$ cat src/rtl/ikaopm_timer_ctrl.sv
`default_nettype none
//============================================================================
//  Module   : ikaopm_timer_ctrl
//  Purpose  : Timer register-side controller. Decodes CPU address/data
//             writes into timer control registers, generates one-tick
//             flag-reset strobes and the write-busy window, and schedules
//             the CSM key-on frame on timer A overflow.
//  Options  : IKAOPM_CSM_EN  - when defined, the CSM frame scheduler is
//             built; otherwise o_CSM_KON / o_CSM_SLOT are tied to zero and
//             0x14 D7 is not stored.
//  Revision : 1.0  initial release
//============================================================================
module ikaopm_timer_ctrl #(
    parameter int BUSY_LEN  = 64,
    parameter int CSM_FRAME = 32
) (
    input  logic       i_EMUCLK,
    input  logic       i_MRST_n,
    input  logic       i_phi1_NCEN_n,
    input  logic       i_CYCLE_31,
    input  logic       i_WR,
    input  logic       i_A0,
    input  logic [7:0] i_D,
    input  logic       i_TIMERA_OVFL,
    output logic [7:0] o_CLKA1,
    output logic [1:0] o_CLKA2,
    output logic [7:0] o_CLKB,
    output logic       o_TIMERA_RUN,
    output logic       o_TIMERB_RUN,
    output logic       o_TIMERA_IRQ_EN,
    output logic       o_TIMERB_IRQ_EN,
    output logic       o_TIMERA_FRST,
    output logic       o_TIMERB_FRST,
    output logic       o_TEST_D2,
    output logic       o_BUSY,
    output logic       o_CSM_KON,
    output logic [4:0] o_CSM_SLOT
);

    localparam logic [7:0] c_BUSY_LOAD  = 8'(BUSY_LEN);
    localparam logic [7:0] c_ADDR_TEST  = 8'h01;
    localparam logic [7:0] c_ADDR_CLKA1 = 8'h10;
    localparam logic [7:0] c_ADDR_CLKA2 = 8'h11;
    localparam logic [7:0] c_ADDR_CLKB  = 8'h12;
    localparam logic [7:0] c_ADDR_CTRL  = 8'h14;

    // A tick is a phi1 negative-edge enable; nothing moves between ticks.
    logic w_tick;
    logic w_addr_wr;
    logic w_data_wr;
    assign w_tick    = ~i_phi1_NCEN_n;
    assign w_addr_wr = w_tick & i_WR & ~i_A0;
    assign w_data_wr = w_tick & i_WR &  i_A0;

    logic [7:0] addr_q;
    logic [7:0] clka1_q;
    logic [1:0] clka2_q;
    logic [7:0] clkb_q;
    logic       runa_q;
    logic       runb_q;
    logic       irqa_q;
    logic       irqb_q;
    logic       frsta_q;
    logic       frstb_q;
    logic       test_d2_q;
`ifdef IKAOPM_CSM_EN
    logic       csm_en_q;
`endif

    // Address latch and register file; FRST strobes self-clear after one tick.
    always_ff @(posedge i_EMUCLK or negedge i_MRST_n) begin
        if (!i_MRST_n) begin
            addr_q    <= 8'h00;
            clka1_q   <= 8'h00;
            clka2_q   <= 2'b00;
            clkb_q    <= 8'h00;
            runa_q    <= 1'b0;
            runb_q    <= 1'b0;
            irqa_q    <= 1'b0;
            irqb_q    <= 1'b0;
            frsta_q   <= 1'b0;
            frstb_q   <= 1'b0;
            test_d2_q <= 1'b0;
`ifdef IKAOPM_CSM_EN
            csm_en_q  <= 1'b0;
`endif
        end else if (w_tick) begin
            frsta_q <= 1'b0;
            frstb_q <= 1'b0;
            if (w_addr_wr) begin
                addr_q <= i_D;
            end
            if (w_data_wr) begin
                case (addr_q)
                    c_ADDR_TEST:  test_d2_q <= i_D[2];
                    c_ADDR_CLKA1: clka1_q   <= i_D;
                    c_ADDR_CLKA2: clka2_q   <= i_D[1:0];
                    c_ADDR_CLKB:  clkb_q    <= i_D;
                    c_ADDR_CTRL: begin
`ifdef IKAOPM_CSM_EN
                        csm_en_q <= i_D[7];
`endif
                        frstb_q  <= i_D[5];
                        frsta_q  <= i_D[4];
                        irqb_q   <= i_D[3];
                        irqa_q   <= i_D[2];
                        runb_q   <= i_D[1];
                        runa_q   <= i_D[0];
                    end
                    default: ;
                endcase
            end
        end
    end

    // Busy window: every data write (re)loads the counter, which drains by one per tick.
    logic [7:0] busy_cnt_q;
    logic [7:0] busy_cnt_d;

    always_comb begin
        busy_cnt_d = busy_cnt_q;
        if (w_data_wr) begin
            busy_cnt_d = c_BUSY_LOAD;
        end else if (busy_cnt_q != 8'h00) begin
            busy_cnt_d = busy_cnt_q - 8'h01;
        end
    end

    // Busy counter register.
    always_ff @(posedge i_EMUCLK or negedge i_MRST_n) begin
        if (!i_MRST_n) begin
            busy_cnt_q <= 8'h00;
        end else if (w_tick) begin
            busy_cnt_q <= busy_cnt_d;
        end
    end

    assign o_CLKA1         = clka1_q;
    assign o_CLKA2         = clka2_q;
    assign o_CLKB          = clkb_q;
    assign o_TIMERA_RUN    = runa_q;
    assign o_TIMERB_RUN    = runb_q;
    assign o_TIMERA_IRQ_EN = irqa_q;
    assign o_TIMERB_IRQ_EN = irqb_q;
    assign o_TIMERA_FRST   = frsta_q;
    assign o_TIMERB_FRST   = frstb_q;
    assign o_TEST_D2       = test_d2_q;
    assign o_BUSY          = (busy_cnt_q != 8'h00);

`ifdef IKAOPM_CSM_EN
    typedef enum logic [1:0] {
        ST_IDLE   = 2'd0,
        ST_ARMED  = 2'd1,
        ST_ACTIVE = 2'd2
    } csm_state_t;

    localparam logic [4:0] c_LAST_SLOT = 5'(CSM_FRAME - 1);

    csm_state_t state_q;
    logic       pend_q;
    logic       kon_q;
    logic [4:0] slot_q;

    // Overflow qualified by the enable as it stood before this tick's write.
    logic w_ovfl;
    assign w_ovfl = i_TIMERA_OVFL & csm_en_q;

    // CSM frame scheduler: frames start on the slot after CYCLE_31 and may chain back-to-back.
    always_ff @(posedge i_EMUCLK or negedge i_MRST_n) begin
        if (!i_MRST_n) begin
            state_q <= ST_IDLE;
            pend_q  <= 1'b0;
            kon_q   <= 1'b0;
            slot_q  <= 5'd0;
        end else if (w_tick) begin
            case (state_q)
                ST_IDLE: begin
                    if (w_ovfl && i_CYCLE_31) begin
                        state_q <= ST_ACTIVE;
                        kon_q   <= 1'b1;
                        slot_q  <= 5'd0;
                    end else if (w_ovfl) begin
                        state_q <= ST_ARMED;
                    end
                end
                ST_ARMED: begin
                    if (!csm_en_q) begin
                        state_q <= ST_IDLE;
                    end else if (i_CYCLE_31) begin
                        state_q <= ST_ACTIVE;
                        kon_q   <= 1'b1;
                        slot_q  <= 5'd0;
                    end
                end
                ST_ACTIVE: begin
                    if (slot_q == c_LAST_SLOT) begin
                        pend_q <= 1'b0;
                        slot_q <= 5'd0;
                        if ((pend_q | w_ovfl) & csm_en_q) begin
                            kon_q <= 1'b1;
                        end else begin
                            state_q <= ST_IDLE;
                            kon_q   <= 1'b0;
                        end
                    end else begin
                        slot_q <= slot_q + 5'd1;
                        pend_q <= (pend_q | w_ovfl) & csm_en_q;
                    end
                end
                default: begin
                    state_q <= ST_IDLE;
                    pend_q  <= 1'b0;
                    kon_q   <= 1'b0;
                    slot_q  <= 5'd0;
                end
            endcase
        end
    end

    assign o_CSM_KON  = kon_q;
    assign o_CSM_SLOT = slot_q;
`else
    // Scheduler absent: CSM inputs are intentionally left without a load.
    logic w_unused_csm;
    assign w_unused_csm = &{1'b0, i_TIMERA_OVFL, i_CYCLE_31, (CSM_FRAME == 32)};

    assign o_CSM_KON  = 1'b0;
    assign o_CSM_SLOT = 5'd0;
`endif

endmodule
`default_nettype wire

$ cat config.mk
export PLATFORM = sky130hd
export DESIGN_NAME = ikaopm_timer_ctrl
export DESIGN_NICKNAME = d
export VERILOG_FILES = /design/src/rtl/ikaopm_timer_ctrl.sv
export SDC_FILE = /design/constraint.sdc
export NUM_CORES = 1
export LEC_CHECK = 0
export BUFFER_PORTS_ARGS = -buffer_cell sky130_fd_sc_hd__buf_4
export CORE_MARGIN = 4
export CORE_UTILIZATION = 40
export DETAILED_ROUTE_END_ITERATION = 10
export GPL_TIMING_DRIVEN = 0
export PLACE_DENSITY = 0.67
export REMOVE_ABC_BUFFERS = 1
export SETUP_SLACK_MARGIN = 0.15
export SKIP_CTS_REPAIR_TIMING = 1
export SYNTH_ARGS = -nofsm -noshare
export SYNTH_HDL_FRONTEND = slang
export SYNTH_SLANG_ARGS = --single-unit
$ cat constraint.sdc
create_clock -name i_EMUCLK -period 2.1 [get_ports i_EMUCLK]
set_input_delay 0.42 -clock i_EMUCLK [delete_from_list [all_inputs] [get_ports i_EMUCLK]]
set_output_delay 0.42 -clock i_EMUCLK [all_outputs]
set_load 0.02 [all_outputs]
After elaboration in Yosys (flattened, before gate mapping)
Cells that the tools add are included.
Storage, ports and cells
  flip-flop bits (word level): 41
  input bits: 15
  output and inout port bits: 32
  logic and storage cells: 38
Operators by class
  add/sub/neg operators: 1
  equality and inequality tests: 5
  mux-type cells: 6
  bitwise gates (word level): 5
  reduce and logical (&&, ||, !) cells: 9
Operators with widths (count)
  $eq 8x5->1 const B: 4
  $mux 8: 2
  $reduce_and 3->1: 5
  $eq 8x1->1 const B: 1
  $reduce_bool 8->1: 1
  $sub 8x1->8 const B: 1
  $mux 1: 4
  $reduce_and 2->1: 2
  $and 1x1->1: 3
  $not 1->1: 2
  $reduce_bool 2->1: 1

Logic depth before layout (Yosys ltp)
  word-level depth: 5
  gate-level depth with buffers: 6
  depth with buffers taken out: 6

Worst setup path after synthesis
No wires, ideal clock.
  path kind: register -> output
  start: register busy_cnt_q[0]
  end: output port o_BUSY
  arrival time: 1.288 ns
  data required time: 1.680 ns
  setup slack: 0.392 ns
  stages on the path, launching flop included: 5
  buffers on the path: 0
  cell sequence: dfrtp_1 > inv_1 > ha_1 > nor3b_1 > nand2_1
Between the ends
  cells in the longest elaborated chain, start to end: 1
Ends and longest elaborated chain
  start: declaration: line 117  | logic [7:0] busy_cnt_q;
  start signal: assignment: line 134  | busy_cnt_q <= busy_cnt_d;
  $reduce_bool 8->1: line 148  | assign o_BUSY = (busy_cnt_q != 8'h00);
  end: declaration: line 35  | output logic o_BUSY,
Every way passes these cells.

Worst setup path in the final report
  start: register busy_cnt_q[5]
  end: output port o_BUSY
Same word-level chain as after synthesis.

==> out/qor.yml <==
rsz0062_at_grt: "true"
clkLatencyLatePin_ps: 280
max_slew_margin_pct: 56.32
critPathMaxStageDelay_ps: 500
ys_ff_latch: 41
core-area_mm2: 0.004414
criticalPathCategory: "reg -> out"
synth.most_common_cell: "dfrtp_1"
cts_buffers: 5
root_buffer: "clkbuf_8"
cts_max_level: 2
final_hold_viol_count: 0
cp_slowest_cell: "nor4_4"
finalCritPeriodShare_pct: 91.13
first_pass_iters: 4
postRouteAntennaNets: 0
finish.net_count: 192
area.growth.synth_to_final_pct: 21.75
num_rows: 24
cp_max_fo: 8
min_period_ps: 1914
async_flop_share_pct: 100.0
ys.flop_type: "dfrtp_1"
fin_area_mm2: 0.002241
syn_avg_cell_area_um2: 13.84
tightestPinTransition_ps: 652.3
die_h_um: 75.83
design_power_total_w: 0.002046
p_per_area_mw_per_mm2: 912.9
synth_cells: 133
grt_pass1_wl_um: 5830
netlist_area_mm2: 0.001841
skew_ps: 4.727
ys_types: 35
num_vias: 1174
critical_path_arrival_ps: 1490
synth_top_area_share_pct: 55.74
yosysSeqAreaShare_pct: 55.74
cp.required_ps: 1680
place_area_mm2: 0.002141
drc_errors: 0
start_kind: "flip-flop"
synthTopCellsByArea: "dfrtp_1 56%, mux2_2 19%, buf_4 2.9%, xnor2_1 2.4%, nor2_1 2.0%"
dp_hpwl_um: 2536
path_clk_slew_ps: 70
maxCapViolCount: 0
fmax_mhz: 522.5
start_util_pct: 41.70
grt_max_degree: 42
crit_chain: "nor4_4, nand2_1, buf_4"
wl_per_cell_um: 15.20
ys_top_cells_by_count: "41 x dfrtp_1, 31 x mux2_2, 10 x nor2_1"
peakVddDrop_uv: 364.8
wirelength_um: 3465
grt_pass1_vias: 1241
p_leak_nw: 1.127
cts_tree: "yes"
setup-tns-final_ps: 0
fp.dieW_um: 75.83
clock_path_buffers: 2
setup_viol: 0
antenna_cells: 0
ios: 47
drt-initial-drc-count: 67
endpoint_kind: "output pin"
dieArea_mm2: 0.005750
hold_path.class: "in -> async"
status: "finished clean"
drive_above_1_share_pct: 48.30
synth_edf_count: 0
yosysWarnings: 0
place_congestion: 0.7197
vias_per_cell: 5.149
overflow: 0
grt.total_usage_pct: 13.58
numClockSinks: 41
antenna_found_initial: 0
final-max-slew-violation-count: 0
portBuffers: 38
yosysTopAreaCell: "dfrtp_1"
-- per-layer routing --
layer	up-vias	global-route usage, %	part of all wire, %
li1	546	-	-
met1	585	16.24	40
met2	37	23.57	52
met3	6	4.354	7.6
met4	0	3.495	0.95
met5	-	0	0
-- stage by stage --
stage	setup WS, ps	util (%)	hold WS (ps)	cells
floorplan	367.6	-	124.4	129
global placement	-48.77	48.50	421.0	219
detailed placement	-111.3	48.50	430.4	219
CTS	-69.71	50.31	117.6	227
global route	117.4	50.77	145.5	228
finish	186.3	50.77	102.9	228
-- where the power goes --
part	leakage [nW]	switching (W)	internal (W)
registers	0.540	0.000132	0.000915
clock network	0.0395	0.000240	0.000236
logic	0.548	0.000259	0.000264
-- path summary, 6_finish.rpt --
| path | slack [ps] | to | from | cells past startpoint |
|---|---|---|---|---|
| setup / recovery | 190 | o_BUSY | busy_cnt_q[5]$_DFFE_PN0P_ | 3 |
| hold / removal | 100 | busy_cnt_q[1]$_DFFE_PN0P_ | i_MRST_n | 1 |
| setup reg to reg | 270 | busy_cnt_q[3]$_DFFE_PN0P_ | busy_cnt_q[0]$_DFFE_PN0P_ | 7 |
| hold reg to reg | 510 | o_CLKA1[7]$_DFFE_PN0P_ | o_CLKA1[7]$_DFFE_PN0P_ | 1 |
| max in group asynchronous | 1650 | addr_q[0]$_DFFE_PN0P_ | i_MRST_n | 1 |
| min in group i_EMUCLK | 380 | o_TIMERA_FRST$_DFFE_PN0N_ | i_D[4] | 2 |
-- cells by family (layout without fill, tap and decap cells) --
logic type | Yosys count | count (layout) | synth area share (%)
DFF | 41 | 41 | 55.74
muxes | 31 | 31 | 18.97
and+or+nand+nor | 30 | 30 | 12.24
AOI/OAI and AO/OA | 12 | 12 | 4.963
buffers and inverters | 11 | 49 | 4.147
xor gates and xnor gates | 5 | 5 | 2.379
adders and majority gates | 2 | 2 | 1.359
other | 1 | 6 | 0.2037
-- state kept, by name, summed over array words and instances, names as in the netlist --
register / count
o_TIMERA_RUN: 1
o_CLKA1: 8
o_TEST_D2: 1
o_CLKB: 8
o_TIMERA_IRQ_EN: 1
o_TIMERB_FRST: 1
addr_q: 8
o_TIMERA_FRST: 1
o_TIMERB_RUN: 1
o_CLKA2: 2
o_TIMERB_IRQ_EN: 1
busy_cnt_q: 8
-- area by class of cell --
class	count	area [um^2]
clock buffer	8	80.08
fill	396	2173
inverter	2	7.507
multi-input combinational	86	769.5
sequential	41	1026
tap	52	65.06
timing repair buffer	39	292.8
-- placed cells by master, fill, tap and decap left out, drive strengths merged --
cell and instances:
a31o 1, nand3 1, or2 2, a21oi 3, mux2 31, buf 39, nor4b 1, clkbuf 8
xnor2 5, and4b 1, nor4 1, and3 1, inv 2, nand2 2, a2111oi 1, nor3 1
conb 6, nor2 10, nor3b 2, or4 1, nor2b 1, nand2b 2, nand4b 3, dfrtp 41
ha 2, a22o 2, a31oi 1, and3b 1, a211oi 4
-- critical path, delay by kind of cell (launching register included) --
kind | cells | cell delay [ps]
buffers and inverters | 1 | 180
DFF | 1 | 430
and+or+nand+nor | 2 | 600
(Power assumes the default switching activity.)
